**src/rtl/ex_mem_skid_pkg.sv**
```systemverilog
`default_nettype none
// ============================================================================
// Module      : ex_mem_skid_pkg
// Description : Shared widths, constants and state encoding for the EX/MEM
//               skid-buffered pipeline boundary.
// Revision    : 1.0 - initial release
// ============================================================================
package ex_mem_skid_pkg;

  // Bus widths shared by the EX and MEM stages
  localparam int MEM_OP_BUS_W   = 4;   // MemOpBus
  localparam int REG_BUS_W      = 32;  // RegBus
  localparam int REG_ADDR_BUS_W = 5;   // RegAddrBus

  // Memory op code meaning "no memory access"
  localparam logic [MEM_OP_BUS_W-1:0] MEMOP_NONE = '0;

  // Active level of the synchronous reset
  localparam logic RST_ENABLE = 1'b1;

  // Occupancy of the two-entry buffer
  typedef enum logic [1:0] {
    ST_EMPTY = 2'd0,  // nothing buffered
    ST_ONE   = 2'd1,  // main valid
    ST_TWO   = 2'd2   // main and skid valid
  } skid_state_e;

endpackage : ex_mem_skid_pkg
`default_nettype wire

```
**src/rtl/ex_mem_skid_payload_reg.sv**
```systemverilog
`default_nettype none
// ============================================================================
// Module      : skid_payload_reg
// Description : One EX->MEM payload register holding every bundle field.
//               Reset and clear zero the contents, load captures d_*,
//               otherwise the contents hold.
// Ports       : clk, rst           - clock, synchronous active-high reset
//               clear              - synchronous zeroing (flush)
//               load               - capture d_* this cycle
//               d_*                - incoming bundle fields
//               q_*                - stored bundle fields
// Revision    : 1.0 - initial release
// ============================================================================
module skid_payload_reg
  import ex_mem_skid_pkg::*;
#(
  parameter int XLEN       = REG_BUS_W,
  parameter int REG_ADDR_W = REG_ADDR_BUS_W,
  parameter int MEMOP_W    = MEM_OP_BUS_W
) (
  input  logic                  clk,
  input  logic                  rst,
  input  logic                  clear,
  input  logic                  load,
  input  logic [MEMOP_W-1:0]    d_memop,
  input  logic [XLEN-1:0]       d_addr,
  input  logic [XLEN-1:0]       d_sdata,
  input  logic [REG_ADDR_W-1:0] d_wd,
  input  logic                  d_wreg,
  input  logic [XLEN-1:0]       d_wdata,
  output logic [MEMOP_W-1:0]    q_memop,
  output logic [XLEN-1:0]       q_addr,
  output logic [XLEN-1:0]       q_sdata,
  output logic [REG_ADDR_W-1:0] q_wd,
  output logic                  q_wreg,
  output logic [XLEN-1:0]       q_wdata
);

  always_ff @(posedge clk) begin
    if (rst == RST_ENABLE || clear) begin
      q_memop <= MEMOP_W'(MEMOP_NONE);
      q_addr  <= '0;
      q_sdata <= '0;
      q_wd    <= '0;
      q_wreg  <= 1'b0;
      q_wdata <= '0;
    end else if (load) begin
      q_memop <= d_memop;
      q_addr  <= d_addr;
      q_sdata <= d_sdata;
      q_wd    <= d_wd;
      q_wreg  <= d_wreg;
      q_wdata <= d_wdata;
    end
  end

endmodule : skid_payload_reg
`default_nettype wire

```
**src/rtl/ex_mem_skid.sv**
```systemverilog
`default_nettype none
// ============================================================================
// Module      : ex_mem_skid
// Description : EX->MEM pipeline boundary with a 2-entry skid buffer.
//               'main' drives the out_* bundle; 'skid' catches the bundle
//               accepted in the cycle MEM stalls. in_ready depends only on
//               registered state, so there is no combinational path from
//               out_ready to in_ready.
// Ports       : clk, rst            - clock, synchronous active-high reset
//               flush               - discard all buffered entries
//               in_valid/in_ready   - EX-side handshake
//               in_*                - EX result bundle
//               out_valid/out_ready - MEM-side handshake
//               out_*               - bundle presented to MEM
// Revision    : 1.0 - initial release
// ============================================================================
module ex_mem_skid
  import ex_mem_skid_pkg::*;
#(
  parameter int XLEN       = REG_BUS_W,
  parameter int REG_ADDR_W = REG_ADDR_BUS_W,
  parameter int MEMOP_W    = MEM_OP_BUS_W
) (
  input  logic                  clk,
  input  logic                  rst,
  input  logic                  flush,
  input  logic                  in_valid,
  output logic                  in_ready,
  input  logic [MEMOP_W-1:0]    in_memop,
  input  logic [XLEN-1:0]       in_addr,
  input  logic [XLEN-1:0]       in_sdata,
  input  logic [REG_ADDR_W-1:0] in_wd,
  input  logic                  in_wreg,
  input  logic [XLEN-1:0]       in_wdata,
  output logic                  out_valid,
  input  logic                  out_ready,
  output logic [MEMOP_W-1:0]    out_memop,
  output logic [XLEN-1:0]       out_addr,
  output logic [XLEN-1:0]       out_sdata,
  output logic [REG_ADDR_W-1:0] out_wd,
  output logic                  out_wreg,
  output logic [XLEN-1:0]       out_wdata
);

  skid_state_e r_state;

  logic w_in_fire;
  logic w_out_fire;
  logic w_main_load;
  logic w_skid_load;
  logic w_main_from_skid;

  logic [MEMOP_W-1:0]    w_skid_memop;
  logic [XLEN-1:0]       w_skid_addr;
  logic [XLEN-1:0]       w_skid_sdata;
  logic [REG_ADDR_W-1:0] w_skid_wd;
  logic                  w_skid_wreg;
  logic [XLEN-1:0]       w_skid_wdata;

  logic [MEMOP_W-1:0]    w_main_d_memop;
  logic [XLEN-1:0]       w_main_d_addr;
  logic [XLEN-1:0]       w_main_d_sdata;
  logic [REG_ADDR_W-1:0] w_main_d_wd;
  logic                  w_main_d_wreg;
  logic [XLEN-1:0]       w_main_d_wdata;

  // Handshake decode from registered state only
  assign in_ready   = (r_state != ST_TWO);
  assign out_valid  = (r_state != ST_EMPTY);
  assign w_in_fire  = in_valid & in_ready;
  assign w_out_fire = out_valid & out_ready;

  // main refills from skid when draining TWO, otherwise from EX.
  // skid only loads when ONE receives a bundle while MEM stalls.
  assign w_main_from_skid = (r_state == ST_TWO);
  assign w_main_load = ((r_state == ST_EMPTY) & w_in_fire)
                     | ((r_state == ST_ONE) & w_in_fire & w_out_fire)
                     | ((r_state == ST_TWO) & w_out_fire);
  assign w_skid_load = (r_state == ST_ONE) & w_in_fire & ~w_out_fire;

  assign w_main_d_memop = w_main_from_skid ? w_skid_memop : in_memop;
  assign w_main_d_addr  = w_main_from_skid ? w_skid_addr  : in_addr;
  assign w_main_d_sdata = w_main_from_skid ? w_skid_sdata : in_sdata;
  assign w_main_d_wd    = w_main_from_skid ? w_skid_wd    : in_wd;
  assign w_main_d_wreg  = w_main_from_skid ? w_skid_wreg  : in_wreg;
  assign w_main_d_wdata = w_main_from_skid ? w_skid_wdata : in_wdata;

  always_ff @(posedge clk) begin
    if (rst == RST_ENABLE) begin
      r_state <= ST_EMPTY;
    end else if (flush) begin
      r_state <= ST_EMPTY;
    end else begin
      case (r_state)
        ST_EMPTY: if (w_in_fire) r_state <= ST_ONE;
        ST_ONE: begin
          if (w_in_fire && !w_out_fire)      r_state <= ST_TWO;
          else if (!w_in_fire && w_out_fire) r_state <= ST_EMPTY;
        end
        ST_TWO:   if (w_out_fire) r_state <= ST_ONE;
        default:  r_state <= ST_EMPTY;
      endcase
    end
  end

  skid_payload_reg #(
    .XLEN       (XLEN),
    .REG_ADDR_W (REG_ADDR_W),
    .MEMOP_W    (MEMOP_W)
  ) u_main (
    .clk     (clk),
    .rst     (rst),
    .clear   (flush),
    .load    (w_main_load),
    .d_memop (w_main_d_memop),
    .d_addr  (w_main_d_addr),
    .d_sdata (w_main_d_sdata),
    .d_wd    (w_main_d_wd),
    .d_wreg  (w_main_d_wreg),
    .d_wdata (w_main_d_wdata),
    .q_memop (out_memop),
    .q_addr  (out_addr),
    .q_sdata (out_sdata),
    .q_wd    (out_wd),
    .q_wreg  (out_wreg),
    .q_wdata (out_wdata)
  );

  skid_payload_reg #(
    .XLEN       (XLEN),
    .REG_ADDR_W (REG_ADDR_W),
    .MEMOP_W    (MEMOP_W)
  ) u_skid (
    .clk     (clk),
    .rst     (rst),
    .clear   (flush),
    .load    (w_skid_load),
    .d_memop (in_memop),
    .d_addr  (in_addr),
    .d_sdata (in_sdata),
    .d_wd    (in_wd),
    .d_wreg  (in_wreg),
    .d_wdata (in_wdata),
    .q_memop (w_skid_memop),
    .q_addr  (w_skid_addr),
    .q_sdata (w_skid_sdata),
    .q_wd    (w_skid_wd),
    .q_wreg  (w_skid_wreg),
    .q_wdata (w_skid_wdata)
  );

endmodule : ex_mem_skid
`default_nettype wire

```
**config.mk**
```make
export PLATFORM = sky130hd
export DESIGN_NAME = ex_mem_skid
export DESIGN_NICKNAME = d
export VERILOG_FILES = /design/src/rtl/ex_mem_skid_pkg.sv /design/src/rtl/ex_mem_skid_payload_reg.sv /design/src/rtl/ex_mem_skid.sv
export SDC_FILE = /design/constraint.sdc
export NUM_CORES = 1
export LEC_CHECK = 0
export ABC_AREA = 1
export ABC_CLOCK_PERIOD_IN_PS = 1400
export BUFFER_PORTS_ARGS = -buffer_cell sky130_fd_sc_hd__buf_2
export CAP_MARGIN = 0
export CORE_MARGIN = 2
export CORE_UTILIZATION = 40
export DETAILED_ROUTE_END_ITERATION = 16
export HOLD_SLACK_MARGIN = 0.03
export RECOVER_POWER = 25
export SETUP_SLACK_MARGIN = 0.5
export SYNTH_ARGS = -nofsm -noshare
export SYNTH_HDL_FRONTEND = slang
export SYNTH_SLANG_ARGS = --single-unit
```
**constraint.sdc**
```tcl
create_clock -name clk -period 1.4 [get_ports clk]
set_input_delay 0.14 -clock clk [delete_from_list [all_inputs] [get_ports clk]]
set_output_delay 0.14 -clock clk [all_outputs]
set_load 0.02 [all_outputs]
```
==> flow_summary_export.csv <==
group,metric,value,unit
setup_path,path_cells,"inv_4 > nand2_8 > buf_12 > buf_8",
clock_tree,clockBufferDepth,3,
timing,max_slew_margin,0.828,
synth,postSynth.asyncResetShare,0,
timing,setup_viol,0,
clock_tree,hold_buffers,108,
synth,synthTopCellsByCount,"535 x nand2_1, 426 x nor2_1, 214 x dfxtp_1",
placed_design,dp_cells,1973,
setup_path,crit_end,"in_ready",
placed_design,postPlaceCellArea,11000,um^2
global_routing,grt_pass1_wl,42.8,mm
placed_design,io_buffers,218,
synth,ys_ff_latch,214,
floorplan,start_util,0.404,
route,firstDrtPassIters,5,
floorplan,rows,56,
floorplan,core_area,23300,um^2
route,drtIter0Drc,494,
hold_path,hp-class,"in -> reg",
setup_path,cp_top_family,"flip-flops",
clock_tree,cts.sinks,214,
outcome,status,"finished, violations left",
synth,syn_inst,1492,
setup_path,rr_worst_depth,7,
synth,synth_area_leaders,"dfxtp_1 46%, nand2_1 21%, nor2_1 17%",
final_layout,fin_util,0.587,
setup_path,r2r-start,"r_state[1]",
power,ir_drop,867,uV
placed_design,gp_congestion,0.758,
floorplan,die_w,157,um
timing,report.final.hold_viol_count,1,
timing,clock_skew,0.0128,ns
final_layout,drive_above_1_share,0.187,
setup_path,cpPeakStageDelay,0.33,ns
setup_path,worstSetupStartpoint,"r_state[0]",
clock_tree,clk_latency,0.51,ns
timing,rsz0062_at_grt,"true",
synth,synth.most_common_cell,"nand2_1",
setup_path,path_buf_inv,3,
setup_path,path_class,"reg -> out",
synth,synth-simple-area-share,0.387,
global_routing,globalRoute.busiestLayer,"met2",
synth,synth_xor_area_frac,0,
setup_path,worstPathRequired,1.26,ns
synth,synth_compound_area_frac,0.0581,
clock_tree,htreeDepth,1,
final_layout,areaGrowthSynthToFinish,45.2,%
timing,fin_crit,1.38,ns
route,postRouteAntennaNets,0,
global_routing,antenna_found_initial,0,
global_routing,overflow,0,
setup_path,path_depth,4,
route,drt-total-wl,28.8,mm
timing,slew_viol_final,0,
floorplan,dieArea,24700,um^2
clock_tree,clk_pin_slew,0.06,ns
route,avgRoutedWirePerCell,13.4,um
timing,setup-tns-final,0,ns
placed_design,detailed_place_hpwl,15.5,mm
global_routing,met3_usage,0.0311,
timing,max_freq,723,MHz
setup_path,critPathMaxFanout,4,
route,vias,9651,
clock_tree,cts_made_buffers,24,
synth,synth_top_family_by_area,"simple AND/OR/NAND/NOR gates",
setup_path,rrSetupSlack,0.04,ns
synth,syn_nets,1603,
floorplan,ios,219,
global_routing,grt_use_total,0.212,
synth,yosysWarningCount,0,
synth,avgSynthCellArea,6.30,um^2
power,power.total,0.0146,W
route,vias_per_cell,4.48,
synth,yosys.area.top_type,"dfxtp_1",
synth,yosysTopAreaCellShare,0.456,
synth,synth_ff_type,"dfxtp_1",
synth,syn_area,9400,um^2
final_layout,stdcell_count,2152,
floorplan,chipHeight,157,um
synth,synth.distinct_cells,18,
setup_path,start_kind,"register",
global_routing,grt_max_degree,62,
global_routing,grt_use_met1,0.287,
clock_tree,cts_tree,"done",
timing,worst-slew-pin-transition,0.259,ns
final_layout,final_area,13600,um^2
job,maxCapViolCount,0,
timing,fin_crit_sh,0.988,
synth,synth_edf_count,0,
setup_path,cp.arrival,1.24,ns
synth,seq_area_frac_synth,0.456,
global_routing,grt_pass1_vias,8512,
final_layout,diodes,0,
setup_path,slowest_stage,"dfxtp_2",
final_layout,fin_nets,1930,
setup_path,end_kind,"primary output",
power,power.leakage,6.59,nW
setup_path,reg2reg_to,"u_main.q_addr[7]",
global_routing,use_met2,0.355,
power,powerDensity,1070,nW/um^2
timing,holdWs,-0.00897,ns
synth,yosys.area_share.adder,0,
route,drc,0,
synth,synth_mux_area_frac,0,
outcome,violations,"negative hold slack",
clock_tree,cts_root_buffer,"clkbuf_16",
==> worst min path at each step <==
stage | startpoint | endpoint | depth (start not counted)
6_report | in_valid | r_state[1] | 3
5_1_grt | in_valid | r_state[1] | 3
4_1_cts | in_valid | r_state[1] | 3
3_5_place_dp | in_addr[29] | u_skid.q_addr[29] | 3
3_3_place_gp | in_sdata[24] | u_skid.q_sdata[24] | 3
2_1_floorplan | in_sdata[24] | u_skid.q_sdata[24] | 2
==> cell type report <==
cell class              instances  area (um^2)
inverters                     112          455
clock buffers                  38          744
fillers                      2247         9620
multi-input cells            1077         4310
well taps                     319          399
clock inverters                 2         35.0
flip-flops and latches        214         4290
repair buffers                390         3410
==> power breakdown <==
part / internal, W / leakage [nW] / switching, W
registers: 0.00627 / 1.74 / 0.0000955
clock network: 0.00379 / 0.384 / 0.00245
logic: 0.000915 / 4.47 / 0.00109
total: 0.0110 / 6.59 / 0.00364
==> sequential cells by signal, indices dropped and copies added (netlist names) <==
signal          cells
r_state             2
u_main.q_addr      32
u_main.q_memop      4
u_main.q_sdata     32
u_main.q_wd         5
u_main.q_wdata     32
u_main.q_wreg       1
u_skid.q_addr      32
u_skid.q_memop      4
u_skid.q_sdata     32
u_skid.q_wd         5
u_skid.q_wdata     32
u_skid.q_wreg       1
==> kinds of logic after synthesis <==
family	Yosys count
compound gates	109
buf+inv	203
flops	214
simple gates	966
==> metrics by stage <==
| stage | worst slack (ns) | hold WS [ns] |
|---|---|---|
| after floorplan | 0.258 | 0.287 |
| after global placement | 0.0378 | 0.390 |
| after detailed placement | 0.0255 | 0.404 |
| after CTS | 0.0270 | -0.0265 |
| after global routing | -0.0386 | -0.00698 |
| final | 0.0162 | -0.00897 |
==> layer usage <==
layer  part of all wire  vias to the layer above
li1                   -                     5090
met1               0.47                     4255
met2               0.46                      271
met3              0.058                       35
met4              0.016                        0
met5                  0                        -
==> tightest hold or removal path: stages <==
cell,delay [ns]
buf_2,0.12
nand2_2,0.12
a21oi_1,0.08
==> layout by cell type (no fill, tap or decap) <==
cell type	instances
nand2_1	523
nor2_1	423
buf_2	216
dfxtp_1	212
inv_1	108
dlygate4sd3_1	108
o21ai_0	56
o21ai_1	51
clkbuf_16	32
buf_12	27
buf_16	11
buf_6	11
nand2_2	9
buf_4	8
clkbuf_8	7
clkbuf_1	6
nand2_8	4
nor2_2	3
nand2_4	3
inv_16	2
nand3_1	2
inv_4	1
inv_2	1
nor2_4	1
o21ai_2	1
a21oi_1	1
clkinv_2	1
bufinv_16	1
bufbuf_16	1
buf_8	1
dfxtp_2	1
dfxtp_4	1
==> what timing repair did <==
action	in CTS	in global routing
gates cloned	8	13
pin swaps	1	17
setup buffers	8	2
resized for setup	35	49
setup endpoints to repair	322	322
hold endpoints to repair	214	1
No activity file was read; power rests on OpenSTA's default activity.
